--- src/rtl/cordic_axi4s_arbiter.sv ---
// ============================================================================
// Module : cordic_axi4s_arbiter
// Brief  : Packet-locked round-robin AXI4-S arbiter sharing one in-order
//          compute resource; a grant FIFO routes responses back to requesters.
// Rev    : 1.0  initial release
// ============================================================================
`default_nettype none

module cordic_axi4s_arbiter #(
    parameter int NR_OF_MASTERS_P   = 4,
    parameter int AXI_DATA_WIDTH_P  = 32,
    parameter int RSP_DATA_WIDTH_P  = 64,
    parameter int AXI_ID_WIDTH_P    = 32,
    parameter int MAX_OUTSTANDING_P = 16
) (
    input  logic                                             clk,
    input  logic                                             rst_n,
    input  logic [NR_OF_MASTERS_P-1:0]                       req_tvalid,
    output logic [NR_OF_MASTERS_P-1:0]                       req_tready,
    input  logic [NR_OF_MASTERS_P-1:0][AXI_DATA_WIDTH_P-1:0] req_tdata,
    input  logic [NR_OF_MASTERS_P-1:0]                       req_tlast,
    input  logic [NR_OF_MASTERS_P-1:0]                       req_tuser,
    input  logic [NR_OF_MASTERS_P-1:0][AXI_ID_WIDTH_P-1:0]   req_tid,
    output logic                                             egr_tvalid,
    input  logic                                             egr_tready,
    output logic [AXI_DATA_WIDTH_P-1:0]                      egr_tdata,
    output logic                                             egr_tlast,
    output logic [AXI_ID_WIDTH_P-1:0]                        egr_tid,
    output logic                                             egr_tuser,
    input  logic                                             ing_tvalid,
    output logic                                             ing_tready,
    input  logic [RSP_DATA_WIDTH_P-1:0]                      ing_tdata,
    input  logic                                             ing_tlast,
    input  logic [AXI_ID_WIDTH_P-1:0]                        ing_tid,
    output logic [NR_OF_MASTERS_P-1:0]                       rsp_tvalid,
    input  logic [NR_OF_MASTERS_P-1:0]                       rsp_tready,
    output logic [NR_OF_MASTERS_P-1:0][RSP_DATA_WIDTH_P-1:0] rsp_tdata,
    output logic [NR_OF_MASTERS_P-1:0]                       rsp_tlast,
    output logic [NR_OF_MASTERS_P-1:0][AXI_ID_WIDTH_P-1:0]   rsp_tid,
    output logic [$clog2(MAX_OUTSTANDING_P+1)-1:0]           sr_outstanding,
    output logic                                             sr_rsp_err
);

    localparam int GW = $clog2(NR_OF_MASTERS_P);
    localparam int PW = (MAX_OUTSTANDING_P > 1) ? $clog2(MAX_OUTSTANDING_P) : 1;
    localparam int CW = $clog2(MAX_OUTSTANDING_P + 1);

    typedef enum logic [0:0] {
        ST_IDLE   = 1'b0,
        ST_LOCKED = 1'b1
    } state_t;

    state_t          r_state, w_next_state;
    logic [GW-1:0]   r_grant, r_rr_ptr, w_sel, w_idx, w_head;
    logic            w_sel_valid, w_push, w_pop, w_full, w_empty, w_can_push, w_egr_last_hs;
    logic [GW-1:0]   r_fifo [MAX_OUTSTANDING_P];
    logic [PW-1:0]   r_wr_ptr, r_rd_ptr;
    logic [CW-1:0]   r_count;

    assign w_full  = (r_count == CW'(MAX_OUTSTANDING_P));
    assign w_empty = (r_count == '0);
    assign w_head  = r_fifo[r_rd_ptr];
    assign w_pop   = ing_tvalid && ing_tready && ing_tlast;
    // A pop in the same cycle frees the slot, so a full FIFO may still grant.
    assign w_can_push    = !w_full || w_pop;
    assign w_egr_last_hs = egr_tvalid && egr_tready && egr_tlast;

    // Walk downward so the lowest offset from rr_ptr is the final winner.
    always_comb begin
        w_sel       = r_rr_ptr;
        w_idx       = r_rr_ptr;
        w_sel_valid = 1'b0;
        for (int i = NR_OF_MASTERS_P - 1; i >= 0; i--) begin
            w_idx = GW'((32'(r_rr_ptr) + i) % NR_OF_MASTERS_P);
            if (req_tvalid[w_idx]) begin
                w_sel       = w_idx;
                w_sel_valid = 1'b1;
            end
        end
    end

    always_comb begin
        w_next_state = r_state;
        w_push       = 1'b0;
        req_tready   = '0;
        egr_tvalid   = 1'b0;
        egr_tdata    = req_tdata[r_grant];
        egr_tlast    = req_tlast[r_grant];
        egr_tid      = req_tid[r_grant];
        egr_tuser    = req_tuser[r_grant];
        case (r_state)
            ST_IDLE: begin
                if (w_sel_valid && w_can_push) begin
                    w_push       = 1'b1;
                    w_next_state = ST_LOCKED;
                end
            end
            ST_LOCKED: begin
                egr_tvalid          = req_tvalid[r_grant];
                req_tready[r_grant] = egr_tready;
                if (w_egr_last_hs) begin
                    w_next_state = ST_IDLE;
                end
            end
            default: w_next_state = ST_IDLE;
        endcase
    end

    always_ff @(posedge clk or negedge rst_n) begin
        if (!rst_n) begin
            r_state  <= ST_IDLE;
            r_grant  <= '0;
            r_rr_ptr <= '0;
        end else begin
            r_state <= w_next_state;
            if (w_push) begin
                r_grant <= w_sel;
            end
            if (r_state == ST_LOCKED && w_egr_last_hs) begin
                r_rr_ptr <= (r_grant == GW'(NR_OF_MASTERS_P - 1)) ? '0 : r_grant + 1'b1;
            end
        end
    end

    always_ff @(posedge clk) begin
        if (w_push) begin
            r_fifo[r_wr_ptr] <= w_sel;
        end
    end

    always_ff @(posedge clk or negedge rst_n) begin
        if (!rst_n) begin
            r_wr_ptr   <= '0;
            r_rd_ptr   <= '0;
            r_count    <= '0;
            sr_rsp_err <= 1'b0;
        end else begin
            if (w_push) begin
                r_wr_ptr <= (r_wr_ptr == PW'(MAX_OUTSTANDING_P - 1)) ? '0 : r_wr_ptr + 1'b1;
            end
            if (w_pop) begin
                r_rd_ptr <= (r_rd_ptr == PW'(MAX_OUTSTANDING_P - 1)) ? '0 : r_rd_ptr + 1'b1;
            end
            case ({w_push, w_pop})
                2'b10:   r_count <= r_count + 1'b1;
                2'b01:   r_count <= r_count - 1'b1;
                default: r_count <= r_count;
            endcase
            if (ing_tvalid && w_empty) begin
                sr_rsp_err <= 1'b1;
            end
        end
    end

    assign sr_outstanding = r_count;

    always_comb begin
        rsp_tvalid = '0;
        ing_tready = 1'b0;
        if (!w_empty) begin
            rsp_tvalid[w_head] = ing_tvalid;
            ing_tready         = rsp_tready[w_head];
        end
    end

    generate
        for (genvar g = 0; g < NR_OF_MASTERS_P; g++) begin : g_rsp_bcast
            assign rsp_tdata[g] = ing_tdata;
            assign rsp_tlast[g] = ing_tlast;
            assign rsp_tid[g]   = ing_tid;
        end
    endgenerate

endmodule

`default_nettype wire
--- config.mk ---
export PLATFORM = sky130hd
export DESIGN_NAME = cordic_axi4s_arbiter
export DESIGN_NICKNAME = d
export VERILOG_FILES = /design/src/rtl/cordic_axi4s_arbiter.sv
export SDC_FILE = /design/constraint.sdc
export NUM_CORES = 1
export LEC_CHECK = 0
export ABC_CLOCK_PERIOD_IN_PS = 6950
export BUFFER_PORTS_ARGS = -buffer_cell sky130_fd_sc_hd__buf_2
export CORE_AREA = 2 2 332 334
export CTS_CLUSTER_DIAMETER = 60
export DETAILED_ROUTE_END_ITERATION = 10
export DIE_AREA = 0 0 334 336
export GPL_TIMING_DRIVEN = 1
export PLACE_DENSITY_LB_ADDON = 0.1
export SYNTH_ARGS = -nofsm -noshare
export SYNTH_HDL_FRONTEND = slang
export SYNTH_SLANG_ARGS = --single-unit
--- constraint.sdc ---
create_clock -name clk -period 6.95 [get_ports clk]
set_input_delay 0.3475 -clock clk [delete_from_list [all_inputs] [get_ports clk]]
set_output_delay 0.3475 -clock clk [all_outputs]
set_load 0.05 [all_outputs]
# Word-level counts from Yosys, hierarchy flattened
# Memory sizes are Yosys's and may differ from the RTL's.
# Cells that the tools add are included.
# classes
add_sub_neg	8
n_lt_le_gt_ge	8
n_eq_ne	6
mux	46
bitwise_logic	3
n_reduce_logical	13
# op_table
op	count
32-bit binary-select mux with 2-bit select	2
32-bit two-way mux	2
1-bit two-way mux	21
2-bit by 3-bit less-than comparator with 1-bit output, second input constant	6
1-bit binary-select mux with 2-bit select	8
4-bit two-way mux	4
2-bit two-way mux	5
5-bit case mux with 2 select lines	1
1-bit logical AND	9
4-bit by 1-bit adder with 4-bit output, second input constant	2
4-bit AND	2
4-bit == test, second input constant	2
5-bit by 1-bit adder with 5-bit output, second input constant	1
5-bit == test, second input constant	1
5-bit zero test	1
5-bit by 1-bit subtractor with 5-bit output, second input constant	1
2-bit by 1-bit adder with 2-bit output, second input constant	2
2-bit adder, second input constant	2
1-bit demux with 2-bit select	2
2-bit == test, second input constant	2
2-bit by 1-bit greater-or-equal comparator with 1-bit output, second input constant	2
2-bit by 1-bit == test with 1-bit output, second input constant	1
1-bit case mux with 2 select lines	1
2-bit nonzero test	1
3 further kinds	3
# totals
register_bits	19
mem_bits_rw	32
inputBits	373
out_inout_bits	470
word_cells	92
memories	1
# mem_list
name	depth	word_bits	rd	rd_ports_with_merged_regs	write_ports	line	source
r_fifo	16	2	1	0	1	56	logic [GW-1:0] r_fifo [MAX_OUTSTANDING_P];

# Depth between registers and ports, before layout
# logic_depth
depth_word	12
depth_mapped	18

# Least setup slack after synthesis
# Ideal clock, no wire load.
# synth_timing
path_type	flip-flop to flip-flop
startpoint	register r_rd_ptr[1]
endpoint	register r_count[4] (netlist: sr_outstanding[4])
arrival_time_ns	3.281
t_required_ns	6.804
setup_slack_ns	3.523
path_stages_with_launch	19
n_path_buf	2
synth_period_minus_slack_ns	3.427
path_cell_list	dfrtp_1 buf_6 mux4_2 a22oi_2 nand3_1 a211o_1 nand3_2 and2b_4 buf_2 inv_1 ha_1 inv_1 fa_1 inv_1 a21o_1 a21oi_1 xnor2_1 nor2_1 xor2_1
# synth_between
elab_chain_len	12
elab_cells_between_ends	14
# synth_rtl
element	line	source
from (decl)	57	logic [PW-1:0] r_wr_ptr, r_rd_ptr;
from (signal assigned)	142	r_rd_ptr <= (r_rd_ptr == PW'(MAX_OUTSTANDING_P - 1)) ? '0 : r_rd_ptr + 1'b1;
memory 16 x 2 bit (*)	-	
1-bit binary-select mux with 2-bit select (*)	162	ing_tready = rsp_tready[w_head];
1-bit two-way mux (not written as such) (*)	162	
1-bit two-way mux (*)	160	if (!w_empty) begin
1-bit logical AND (*) (2 in series)	63	assign w_pop = ing_tvalid && ing_tready && ing_tlast;
1-bit logical OR	65	assign w_can_push = !w_full || w_pop;
1-bit logical AND	93	if (w_sel_valid && w_can_push) begin
1-bit two-way mux	93	
1-bit two-way mux	91	case (r_state)
2-bit by 1-bit == test with 1-bit output / 2-bit == test (equally long branches)	144	case ({w_push, w_pop})
5-bit case mux with 2 select lines / 2-bit nonzero test (equally long branches)	-	
to (signal assigned)	145	2'b10: r_count <= r_count + 1'b1;
to (signal assigned)	146	2'b01: r_count <= r_count - 1'b1;
to (signal assigned)	147	default: r_count <= r_count;
to (decl)	58	logic [CW-1:0] r_count;
# Mark *: on every way between the ends. The rest lies on a longest branch, timed or not. The select of a mux whose other input is x is not followed.
# A chain may end at the register's enable or synchronous reset.

# Worst setup path in the final report
# Ends and elaborated chain as after synthesis.

==> results.yml <==
outcome:
  status: "completed"
sta:
  period_share: 0.587
  worstMarginPinSlew_ns: 0.888
  setup_tns_ns: 0
  setup_viol: 0
  grt_setup_unrepaired: "false"
  max_freq_ghz: 0.245
  slew-limit-headroom: 0.408
  fin_crit_ns: 4.08
  skew_ns: 0.0105
  final_hold_viol_count: 0
  slew_viol_final: 0
setup_path:
  worstPathMaxFanout: 23
  cp_data_required_time_ns: 7.14
  cp-start-kind: "flip-flop"
  regToRegStartpoint: "r_rd_ptr[1]"
  worstRegToRegCells: 16
  crit_start: "r_rd_ptr[1]"
  r2r_slack_ns: 2.87
  crit_type: "flip-flop to flip-flop"
  r2r-end: "sr_outstanding[4]"
  arrival_ns: 4.26
  endpoint: "sr_outstanding[4]"
  worst_setup_path_end_kind: "flip-flop"
cells_and_area:
  design_area_mm2: 0.00799
  final_common_cell: "buf_2"
  drive_gt1_frac: 0.717
  final_cell_mix: "buf_2 (362), mux4_2 (75), edfxtp_1 (32), dfrtp_1 (17)"
  final_nets: 1029
  syn2layout_area_growth_pct: 11.2
logic_synthesis:
  synth.avg_cell_area_um2: 10.5
  synth_seq_cells: 51
  synth_top_cell_by_area: "buf_4"
  synth_area_mm2: 0.00719
  synth_top_area_frac: 0.405
  synthTopCellsByArea: "buf_4 (41%), mux4_2 (23%), edfxtp_1 (13%), dfrtp_1 (6.6%), ha_1 (2.3%)"
  syn_inst: 682
  synth_nets: 1069
  synth_warnings: 0
  synth_flop_cell: "edfxtp_1"
  synth_edf_count: 32
  async_flop_share: 0.373
  synth-seq-area-share: 0.200
  synth.distinct_cells: 52
power_and_ir_drop:
  powerDensity_mw_per_mm2: 422
  peakVddDrop_mv: 0.163
  leakage_nw: 3.06
floorplan:
  io_pins: 843
  coreArea_mm2: 0.108
  num_rows: 121
  initial_utilization: 0.0663
  die_h_um: 336
  dieWidth_um: 334
  die-area_mm2: 0.112
routing:
  vias_per_cell: 2.33
  drc: 0
  drt_iter0_markers: 181
  first_pass_iters: 4
  ant_nets: 0
  drt-wirelength-per-cell_um: 18.3
  vias: 4804
  postRouteWirelength_um: 37800
placed_design:
  gp_congestion: 0.729
  place_area_mm2: 0.00778
  hpwl_um: 33100
  port-buffer-count: 362
flow_run:
  maxCapViolCount: 0
global_route:
  grt_use_total: 0.0634
  grt_antenna_before_repair: 21
  grt_pass1_wl_um: 48000
  grt_max_degree: 42
  grt-ovfl-total: 0
  grt_pass1_vias: 5109
hold_path:
  hp-class: "input port to asynchronous set/reset pin"
cts:
  cts_tree: "done"
  post-cts-setup-buffer-count: 0
  h-tree-depth: 2
  clockRootBuffer: "clkbuf_16"
  clkTransAtPathRegs_ns: 0.08
  insertion_delay_ns: 0.30
  hold_buffers: 0
  cts_sinks: 51
  cts_buffers: 5
  max-clock-path-buffers: 2
  cts_resized: 0
[layout make-up]
type | instances | area [µm²]
antenna | 8 | 20.0
clock buffer | 5 | 125
clock inverter | 3 | 67.6
fill | 12700 | 100000
inverter | 14 | 52.6
multi-input combinational | 205 | 2680
sequential | 51 | 1440
tap | 1414 | 1770
timing repair buffer | 365 | 1830
[worst max-delay path, stage by stage, from the launching register on]
cell and delay [ns]:
dfrtp_1 0.72, mux4_2 0.63, a22oi_2 0.24, nand3_1 0.13, a211o_1 0.34, nand3_2 0.11, and2b_4 0.33, inv_1 0.10
ha_1 0.26, inv_1 0.12, fa_1 0.21, inv_1 0.05, a21o_1 0.17, a21oi_1 0.17, xnor2_1 0.14, nor2_1 0.07
xor2_1 0.14
[through the flow]
| step | power, mW | hold WS [ns] | std cells | utilization | worst slack, ns |
|---|---|---|---|---|---|
| final | 3.38 | 0.0163 | 2065 | 0.0737 | 2.87 |
| after global routing | 3.62 | 0.0574 | 2061 | 0.0736 | 2.47 |
| after CTS | 3.49 | 0.0416 | 2057 | 0.0735 | 2.70 |
| after detailed placement | 3.13 | 0.381 | 2049 | 0.0718 | 2.71 |
| after global placement | 3.16 | 0.382 | 2049 | 0.0718 | 2.69 |
| after floorplan | 3.02 | 0.0519 | 682 | - | 3.52 |
[where the power goes]
part / internal, mW / switching, mW / leakage [nW]
registers: 0.414 / 0.226 / 0.514
logic: 0.802 / 1.60 / 2.46
clock network: 0.207 / 0.127 / 0.0901
[metal layers]
metal	track usage	vias to the layer above	routed length (µm)
met4	0.0161	14	1090
met3	0.0514	72	6660
met5	0.0306	-	523
met1	0.0700	2218	14100
li1	-	1934	-
met2	0.0897	566	15400
[worst min-delay path by stage]
stage	start	endpoint	slack, ns	depth (start not counted)
6_report	rst_n	sr_rsp_err	0.02	1
5_1_grt	rst_n	sr_outstanding[0]	0.06	1
4_1_cts	rst_n	sr_outstanding[0]	0.04	1
3_5_place_dp	rst_n	sr_rsp_err	0.38	1
3_3_place_gp	rst_n	sr_rsp_err	0.38	1
2_1_floorplan	rst_n	r_grant[0]	0.05	0
[registers in the layout (all words and copies together), names as in the netlist]
name,cells
r_fifo,32
r_rr_ptr,2
r_wr_ptr,4
sr_rsp_err,1
sr_outstanding,5
r_rd_ptr,4
r_grant,2
r_state,1
[cells in the mapped netlist (2+ instances only)]
cell type / number
a21o_1: 4
a21oi_1: 5
a22o_1: 2
a22oi_2: 2
and2_1: 3
and3_1: 15
and4b_1: 6
buf_1: 6
buf_2: 4
buf_4: 388
buf_6: 2
clkbuf_1: 12
dfrtp_1: 19
edfxtp_1: 32
ha_1: 13
inv_1: 14
mux2_1: 3
mux2_2: 3
mux2i_1: 3
mux4_2: 75
nand2_1: 9
nand3_1: 2
nor2_1: 15
nor2b_1: 4
nor3_1: 2
nor3b_1: 2
o21ai_0: 6
o22ai_1: 2
xnor2_1: 4
xor2_1: 3
[cells by family after synthesis]
| kind of cell | share of synthesized area |
|---|---|
| AOI/OAI and AO/OA | 0.0360 |
| buffers and inverters | 0.428 |
| and+or+nand+nor | 0.0517 |
| adders and majority gates | 0.0254 |
| DFF | 0.200 |
| muxes | 0.251 |
| xor gates and xnor gates | 0.00853 |
No activity file was read; power rests on OpenSTA's default activity.
